[src/rtl/brick_pkg.sv]
// Shared definitions for the brick wall and the ball block: FSM states,
// brick layout constants and playfield bounds.
package brick_pkg;

  typedef enum logic [2:0] {
    ST_IDLE,
    ST_ARMED,
    ST_SCAN,
    ST_CLEAR,
    ST_WIN
  } state_t;

  localparam int NUM_BRICKS = 6;

  // Entry k is brick k+1; all bricks share one row.
  localparam logic [NUM_BRICKS-1:0][8:0] BRICK_X =
    {9'd440, 9'd380, 9'd320, 9'd260, 9'd200, 9'd140};
  localparam logic [NUM_BRICKS-1:0][8:0] BRICK_Y = {NUM_BRICKS{9'd80}};

  localparam logic [8:0] FIELD_LEFT   = 9'd133;
  localparam logic [8:0] FIELD_RIGHT  = 9'd505;
  localparam logic [8:0] FIELD_BOTTOM = 9'd459;

endpackage

[src/rtl/brick_field_if.sv]
// Ball/brick link: ball position strobe in, wall state and hit report out.
interface brick_field_if;
  import brick_pkg::*;

  logic [8:0]            ball_x;
  logic [8:0]            ball_y;
  logic                  ball_valid;
  logic                  busy;
  logic [NUM_BRICKS-1:0] bricks_exist;
  logic                  hit_pulse;
  logic [2:0]            hit_index;

  modport master (
    output ball_x, ball_y, ball_valid,
    input  busy, bricks_exist, hit_pulse, hit_index
  );

  modport slave (
    input  ball_x, ball_y, ball_valid,
    output busy, bricks_exist, hit_pulse, hit_index
  );
endinterface

[src/rtl/brick_hit_test.sv]
// Combinational ball/brick overlap test; sums are 10 bits so nothing wraps.
module brick_hit_test #(
  parameter int BALL_SZ = 20,
  parameter int BRICK_W = 57,
  parameter int BRICK_H = 19
) (
  input  logic [8:0] ball_x,
  input  logic [8:0] ball_y,
  input  logic [8:0] brk_x,
  input  logic [8:0] brk_y,
  input  logic       alive,
  output logic       hit
);
  logic [9:0] bx, by, kx, ky;

  assign bx = {1'b0, ball_x};
  assign by = {1'b0, ball_y};
  assign kx = {1'b0, brk_x};
  assign ky = {1'b0, brk_y};

  assign hit = alive
            && (bx <= kx + 10'(BRICK_W))
            && (bx + 10'(BALL_SZ) >= kx)
            && (by <= ky + 10'(BRICK_H))
            && (by + 10'(BALL_SZ) >= ky);
endmodule

[src/rtl/brick_field.sv]
// Brick wall owner: scans the six bricks one per cycle against each accepted
// ball position and clears the lowest-index brick the ball overlaps.
module brick_field
  import brick_pkg::*;
#(
  parameter int BALL_SZ = 20,
  parameter int BRICK_W = 57,
  parameter int BRICK_H = 19,
  parameter int SCORE_W = 8
) (
  input  logic               clk,
  input  logic               rst,
  input  logic               start,
  brick_field_if.slave       bus,
  output logic [8:0]         brick1_x,
  output logic [8:0]         brick2_x,
  output logic [8:0]         brick3_x,
  output logic [8:0]         brick4_x,
  output logic [8:0]         brick5_x,
  output logic [8:0]         brick6_x,
  output logic [8:0]         brick1_y,
  output logic [8:0]         brick2_y,
  output logic [8:0]         brick3_y,
  output logic [8:0]         brick4_y,
  output logic [8:0]         brick5_y,
  output logic [8:0]         brick6_y,
  output logic [SCORE_W-1:0] score,
  output logic               all_cleared
);
  state_t                      state, nxt;
  logic [2:0]                  idx, idx_n;
  logic [8:0]                  lat_x, lat_y, lat_x_n, lat_y_n;
  logic [NUM_BRICKS-1:0]       exist, exist_n;
  logic [SCORE_W-1:0]          score_n;
  logic                        pulse, pulse_n;
  logic [2:0]                  hidx, hidx_n;
  logic                        busy_q, busy_n, won_n;
  logic [NUM_BRICKS-1:0][8:0]  brk_x, brk_y;
  logic                        hit;

  brick_hit_test #(
    .BALL_SZ(BALL_SZ),
    .BRICK_W(BRICK_W),
    .BRICK_H(BRICK_H)
  ) u_hit (
    .ball_x(lat_x),
    .ball_y(lat_y),
    .brk_x (brk_x[idx]),
    .brk_y (brk_y[idx]),
    .alive (exist[idx]),
    .hit   (hit)
  );

  always_comb begin
    nxt     = state;
    idx_n   = idx;
    lat_x_n = lat_x;
    lat_y_n = lat_y;
    exist_n = exist;
    score_n = score;
    pulse_n = 1'b0;
    hidx_n  = hidx;
    unique case (state)
      ST_ARMED: begin
        if (bus.ball_valid) begin
          lat_x_n = bus.ball_x;
          lat_y_n = bus.ball_y;
          idx_n   = '0;
          nxt     = ST_SCAN;
        end
      end
      ST_SCAN: begin
        if (hit) begin
          exist_n[idx] = 1'b0;
          if (score != '1) score_n = score + 1'b1;
          pulse_n = 1'b1;
          hidx_n  = idx;
          nxt     = ST_CLEAR;
        end else if (idx == 3'(NUM_BRICKS - 1)) begin
          nxt = ST_ARMED;
        end else begin
          idx_n = idx + 3'd1;
        end
      end
      ST_CLEAR: nxt = (exist == '0) ? ST_WIN : ST_ARMED;
      default: ;
    endcase
    // start wins over whatever the state logic decided above
    if (start) begin
      exist_n = '1;
      score_n = '0;
      pulse_n = 1'b0;
      nxt     = ST_ARMED;
    end
    busy_n = (nxt == ST_SCAN) || (nxt == ST_CLEAR);
    won_n  = (nxt == ST_WIN);
  end

  always_ff @(posedge clk or posedge rst) begin
    if (rst) begin
      state       <= ST_IDLE;
      idx         <= '0;
      lat_x       <= '0;
      lat_y       <= '0;
      exist       <= '0;
      score       <= '0;
      pulse       <= 1'b0;
      hidx        <= '0;
      busy_q      <= 1'b0;
      all_cleared <= 1'b0;
    end else begin
      state       <= nxt;
      idx         <= idx_n;
      lat_x       <= lat_x_n;
      lat_y       <= lat_y_n;
      exist       <= exist_n;
      score       <= score_n;
      pulse       <= pulse_n;
      hidx        <= hidx_n;
      busy_q      <= busy_n;
      all_cleared <= won_n;
    end
  end

  always_ff @(posedge clk or posedge rst) begin
    if (rst) begin
      brk_x <= BRICK_X;
      brk_y <= BRICK_Y;
    end else if (start) begin
      brk_x <= BRICK_X;
      brk_y <= BRICK_Y;
    end
  end

  assign bus.bricks_exist = exist;
  assign bus.hit_pulse    = pulse;
  assign bus.hit_index    = hidx;
  assign bus.busy         = busy_q;

  assign brick1_x = brk_x[0];
  assign brick2_x = brk_x[1];
  assign brick3_x = brk_x[2];
  assign brick4_x = brk_x[3];
  assign brick5_x = brk_x[4];
  assign brick6_x = brk_x[5];
  assign brick1_y = brk_y[0];
  assign brick2_y = brk_y[1];
  assign brick3_y = brk_y[2];
  assign brick4_y = brk_y[3];
  assign brick5_y = brk_y[4];
  assign brick6_y = brk_y[5];
endmodule
[src/flat_wrapper.sv]
// flat-port wrapper written by rule: the top's interface ports become plain ports
module brick_field_flat import brick_pkg::*;
#(
  parameter int BALL_SZ = 20,
  parameter int BRICK_W = 57,
  parameter int BRICK_H = 19,
  parameter int SCORE_W = 8
)
  (clk, rst, start, brick1_x, brick2_x, brick3_x, brick4_x, brick5_x, brick6_x, brick1_y, brick2_y, brick3_y, brick4_y, brick5_y, brick6_y, score, all_cleared, bus_ball_x, bus_ball_y, bus_ball_valid, bus_busy, bus_bricks_exist, bus_hit_pulse, bus_hit_index);
  brick_field_if bus_i ();
  input  logic clk;
  input  logic rst;
  input  logic start;
  output logic [8:0] brick1_x;
  output logic [8:0] brick2_x;
  output logic [8:0] brick3_x;
  output logic [8:0] brick4_x;
  output logic [8:0] brick5_x;
  output logic [8:0] brick6_x;
  output logic [8:0] brick1_y;
  output logic [8:0] brick2_y;
  output logic [8:0] brick3_y;
  output logic [8:0] brick4_y;
  output logic [8:0] brick5_y;
  output logic [8:0] brick6_y;
  output logic [SCORE_W-1:0] score;
  output logic all_cleared;
  input wire logic [$bits(bus_i.ball_x)-1:0] bus_ball_x;
  input wire logic [$bits(bus_i.ball_y)-1:0] bus_ball_y;
  input wire logic [$bits(bus_i.ball_valid)-1:0] bus_ball_valid;
  output wire logic [$bits(bus_i.busy)-1:0] bus_busy;
  output wire logic [$bits(bus_i.bricks_exist)-1:0] bus_bricks_exist;
  output wire logic [$bits(bus_i.hit_pulse)-1:0] bus_hit_pulse;
  output wire logic [$bits(bus_i.hit_index)-1:0] bus_hit_index;
  assign bus_i.ball_x = bus_ball_x;
  assign bus_i.ball_y = bus_ball_y;
  assign bus_i.ball_valid = bus_ball_valid;
  assign bus_busy = bus_i.busy;
  assign bus_bricks_exist = bus_i.bricks_exist;
  assign bus_hit_pulse = bus_i.hit_pulse;
  assign bus_hit_index = bus_i.hit_index;
  brick_field #(.BALL_SZ(BALL_SZ), .BRICK_W(BRICK_W), .BRICK_H(BRICK_H), .SCORE_W(SCORE_W)) u_core (.clk(clk), .rst(rst), .start(start), .bus(bus_i), .brick1_x(brick1_x), .brick2_x(brick2_x), .brick3_x(brick3_x), .brick4_x(brick4_x), .brick5_x(brick5_x), .brick6_x(brick6_x), .brick1_y(brick1_y), .brick2_y(brick2_y), .brick3_y(brick3_y), .brick4_y(brick4_y), .brick5_y(brick5_y), .brick6_y(brick6_y), .score(score), .all_cleared(all_cleared));
endmodule
[config.mk]
export PLATFORM = sky130hd
export DESIGN_NAME = brick_field_flat
export DESIGN_NICKNAME = d
export VERILOG_FILES = /design/src/rtl/brick_pkg.sv /design/src/rtl/brick_field_if.sv /design/src/rtl/brick_hit_test.sv /design/src/rtl/brick_field.sv /design/src/flat_wrapper.sv
export SDC_FILE = /design/constraint.sdc
export NUM_CORES = 1
export LEC_CHECK = 0
export CAP_MARGIN = 5
export CORE_ASPECT_RATIO = 1.4
export CORE_MARGIN = 2
export CORE_UTILIZATION = 30
export DETAILED_ROUTE_END_ITERATION = 7
export PLACE_DENSITY = 0.72
export SETUP_SLACK_MARGIN = 0.3
export SYNTH_ARGS = -nofsm -noshare
export SYNTH_HDL_FRONTEND = slang
export SYNTH_SLANG_ARGS = --single-unit
[constraint.sdc]
create_clock -name clk -period 5.65 [get_ports clk]
set_clock_uncertainty 0.15 [all_clocks]
set_input_delay 0.8475 -clock clk [delete_from_list [all_inputs] [get_ports clk]]
set_output_delay 0.8475 -clock clk [all_outputs]
set_load 0.005 [all_outputs]
# Word level (Yosys, flattened, before mapping)
# Memories as Yosys holds them, arrays and structs flattened.
# Index checks and enable logic that the tools add are counted.
[totals]
elab_cells = 79
ff_bits = 44
input_bits = 22
n_memories = 2
romBits = 144
output_inout_bits = 128
[classes]
n_reduce_logical = 16
bitwise = 2
muxes = 26
n_eq_ne = 11
n_addsub = 6
magnitude_cmp = 6
[mem_list]
columns = ["name", "words", "word_bits", "read_ports", "rd_ports_with_merged_regs", "wr", "line_no", "text"]
rows = [
  ["(name not given)", 8, 9, 1, 0, 0, "brick_field.sv:49", ".brk_y (brk_y[idx]),"],
  ["(name not given)", 8, 9, 1, 0, 0, "brick_field.sv:48", ".brk_x (brk_x[idx]),"],
]
[ops]
columns = ["operator", "count"]
rows = [
  ["$mux 8", 4],
  ["$add 9x5->10 const B", 3],
  ["$mux 3", 8],
  ["$ge 10x9->1", 2],
  ["$le 9x10->1", 2],
  ["$mux 6", 3],
  ["$mux 9", 2],
  ["$eq 3x2->1 const B", 4],
  ["$add 9x6->10 const B", 1],
  ["$pmux 3 s3", 1],
  ["$add 8x1->8 const B", 1],
  ["$ne 8x8->1 const B", 1],
  ["$reduce_bool 2->1", 4],
  ["$and 6x6->6", 1],
  ["$eq 3x3->1 const B", 2],
  ["$logic_not 6->1", 1],
  ["$ne 2x2->1 const B", 3],
  ["$not 6->6", 1],
  ["$pmux 3 s2", 1],
  ["$reduce_and 2->1", 3],
  ["$logic_and 1x1->1", 5],
  ["$mux 1", 5],
  ["$lt 3x4->1 const B", 1],
  ["$reduce_and 4->1", 1],
  ["other kinds (7)", 7],
]

# Longest topological paths before layout
[depth]
depth_word = 13
ltp_mapped = 13

# By module
# Synthesis repeated with hierarchy kept, for this count alone.
[hier_totals]
hier_cells = 459
hier_area_um2 = 4185.3
[modules_own_cells]
columns = ["mod", "cells_per_inst", "area_each_um2", "n_inst", "seq_area_each_um2"]
rows = [
  ["brick_field", 287, 2896.5, 1, 1101.1],
  ["brick_hit_test", 172, 1288.7, 1, 0.0],
]

# Worst setup path before layout
# No wires, ideal clock.
[synth_timing]
path_kind = "reg-to-reg"
start = "register u_core.idx[0]"
end = "register u_core.idx[2]"
t_arrival_ps = 2705
setup_time_ps = 79
path_stages_with_launch = 13
path_buffers = 1
path_slack_ps = 2716
cell_sequence = "dfrtp_1 > buf_6 > inv_1 > ha_1 > xnor2_1 > nor2_1 > ha_1 > a21oi_1 > o211ai_1 > o21ai_2 > nand2_1 > o311ai_0 > mux2i_1"
[synth_via]
elab_chain_cells = 10
word_cells_on_any_way = 24
cone_classes = "add/sub: 3; order compare: 4; eq/ne: 3; mux: 7; reduce/logical: 5; memory: 2"
[synth_rtl]
columns = ["item", "line_no", "text"]
rows = [
  ["start, declared", "brick_field.sv:31", "logic [2:0] idx, idx_n;"],
  ["start signal, assigned", "brick_field.sv:113", "idx <= idx_n;"],
  ["$mem_v2 8x9", "n/a", ""],
  ["$mux 9 (not written as such)", "brick_field.sv:48", ""],
  ["$add 9x6->10", "brick_hit_test.sv:22", "&& (bx <= kx + 10'(BRICK_W))"],
  ["$le 9x10->1", "brick_hit_test.sv:22", ""],
  ["$logic_and 1x1->1", "brick_hit_test.sv:22", ""],
  ["$logic_and 1x1->1", "brick_hit_test.sv:23", "&& (bx + 10'(BALL_SZ) >= kx)"],
  ["$logic_and 1x1->1", "brick_hit_test.sv:24", "&& (by <= ky + 10'(BRICK_H))"],
  ["$logic_and 1x1->1", "brick_hit_test.sv:25", "&& (by + 10'(BALL_SZ) >= ky);"],
  ["$ne 2x2->1 (no line)", "n/a", ""],
  ["$reduce_and 4->1 (no line)", "n/a", ""],
]
# Several ways; a longest one is shown, not always the timed one. The select of a mux whose other input is x is not followed.
# A chain may end at the register's enable or synchronous reset.

# Worst setup path in the final report
[layout_timing]
start = "register u_core.idx[2]"
end = "register u_core.idx[2]"
# Same word-level chain as after synthesis.

==> results.ini <==
[job]
maxCapViolCount=0

[floorplanning]
initial_core_util_pct=30.8
dieArea_mm2=0.0120
coreArea_mm2=0.0109
rows=45
die_width_um=93.2
die_y_um=129
io_pins=150

[pwr]
switchingPower_w=0.000319
power.internal_w=0.000620
sequentialPowerShare_pct=40.0
power.leakage_nw=1.71
p_comb_share_pct=31.0
ir_drop_mv=0.189
clkPwrFrac_pct=28.9
p_per_area_mw_per_mm2=263
switching_share_pct=34.0

[timing]
post-route-period-util_pct=62.7
slew_headroom_pct=46.8
hold_ws_ps=339
fin_ws_ps=2110
worstMarginPinSlew_ps=791
setup_tns_ps=0
hold_viol=0
period_minus_slack_ps=3540
slew_violations=0
setup_viol_count_final=0
fmax_ghz=0.282
rsz0062_at_grt=false

[cts]
h-tree-depth=2
clockRootBuffer=clkbuf_16
clkTransAtPathRegs_ps=60
cts-resized-gates=0
clk_path_buf_depth=2
post_cts.repair.setup_buffers=0
cts_tree=done
cts.sinks=42
worstSkewPairLatency_ps=280
cts-buffers-inserted=5
holdBufCountCts=0

[synth]
synth_cells=379
synthArstFlopShare_pct=100
yosysSeqAreaShare_pct=31.4
ys_types=57
ys_warn_count=0
synth-main-ff-cell=dfrtp_1
ys_ff_latch=42
synth_top_area_share_pct=31.4
synthTopCellsByArea=dfrtp_1 31%, buf_4 24%, ha_1 7.5%
avgSynthCellArea_um2=8.82
syn_area_mm2=0.00334
synth_top_area_cell=dfrtp_1
synth_edf_count=0

[setup_path]
required_ps=5690
cp-start-kind=register
critPathMaxFanout=13
arrival_ps=3580
reg2reg_slack_ps=2110
endpoint_kind=register
crit_type=reg2reg

[worst_hold_path]
hp-class=reg2reg

[global_route]
grt_pass1_wl_um=10000
grt_usage_pct=10.2
antenna_found_initial=0
grt.overflow.total=0
grt_pass1_vias=2140
grt_max_degree=43

[layout]
finalNonFillerCells=556
syn_to_final_growth_pct=6.89
fin_nets=456
fin_util_pct=32.9
diodes=0
layout_commonest_cell=conb_1
drive_above_1_share_pct=4.10
final_cell_mix=108 x conb_1, 62 x nand2_1, 42 x dfrtp_1, 39 x clkdlybuf4s50_1, 20 x ha_1

[route]
drtIter0Drc=140
routed_wl_um=6160
drc=0
vias=2409
routedWlPerCell_um=11.1
drt-pass1-iter-count=4
ant_nets=0
vias_per_cell=4.33

[placement]
post-dp-hpwl_um=4860
post-place-cells=548
dp_slack_ps=2160
portBuffers=39
gp_congestion=0.849

[run_status]
run_status=finished, final reports clean

==> power by group through the flow <==
| stage | clock network (W) | logic (W) | registers [W] |
|---|---|---|---|
| CTS | 0.000281 | 0.000291 | 0.000376 |
| detailed placement | 0 | 0.000289 | 0.000381 |
| floorplan | 0 | 0.000277 | 0.000366 |
| global route | 0.000296 | 0.000334 | 0.000383 |
| global placement | 0 | 0.000272 | 0.000379 |
| finish | 0.000272 | 0.000292 | 0.000376 |
==> cell families (layout without fill, tap and decap cells) <==
group / count (synthesis) / after routing / share of synthesized area, %
buf+inv: 125 / 55 / 27.2
flops: 42 / 42 / 31.4
xor+xnor: 9 / 9 / 2.36
compound gates: 52 / 52 / 9.92
other cells: 2 / 108 / 0.225
mux: 5 / 5 / 1.87
fa+ha+maj: 20 / 20 / 7.49
simple gates: 124 / 124 / 19.5
==> cell usage after synthesis, types with 5 or more instances <==
library cell	n
dfrtp_1	42
nor3_1	5
ha_1	20
o21ai_0	13
nor2_1	7
xnor2_1	7
nand2b_1	7
buf_4	109
inv_1	7
nand3_1	8
a21oi_1	14
nand2_1	62
==> worst paths after layout <==
kind                                      start                 endpoint  depth (start not counted)
worst max-delay path              u_core.idx[2]            u_core.idx[2]                         10
worst min-delay path            u_core.lat_y[8]          u_core.lat_y[8]                          2
worst max register to register    u_core.idx[2]            u_core.idx[2]                         10
worst min register to register  u_core.lat_y[8]          u_core.lat_y[8]                          2
max in group asynchronous                   rst          u_core.lat_x[8]                          3
min in group asynchronous                   rst  u_core.bus.hit_index[1]                          3
==> routing by layer <==
layer / up-vias / track usage, % / routed length [um]
li1: 1145 / - / -
met1: 1111 / 13.2 / 2550
met2: 147 / 17.1 / 2960
met3: 6 / 2.81 / 596
met4: 0 / 2.25 / 46
met5: - / 0 / 0
==> metrics by stage <==
step	cell area [um2]	power, W
finish	3570	0.000940
global route	3570	0.00101
CTS	3570	0.000947
detailed placement	3430	0.000670
global placement	3430	0.000651
floorplan	3740	0.000643
==> area by class of cell <==
cell class | count | area, um2
well taps | 141 | 176
multi-input cells | 318 | 1780
flip-flops and latches | 42 | 1050
inverters | 7 | 26.3
fillers | 1143 | 7290
repair buffers | 40 | 398
clock inverters | 2 | 13.8
clock buffers | 6 | 129
==> critical path, stage by stage, from the launching register on <==
cell and delay [ps]:
dfrtp_1 630, inv_1 250, nand2_1 240, o21ai_0 230
ha_1 390, and4_1 250, o311ai_0 160, nand4_1 270
nand2_1 160, o311ai_0 440, mux2i_1 270
==> registers in the layout, summed over array words and instances, names as in the netlist <==
name,cells
u_core.bus.hit_index,3
u_core.lat_x,9
u_core.bus.busy,1
u_core.bus.bricks_exist,6
u_core.lat_y,7
u_core.bus.hit_pulse,1
u_core.all_cleared,1
u_core.state,3
u_core.score,8
u_core.idx,3
Power figures use the tool's default switching activity.
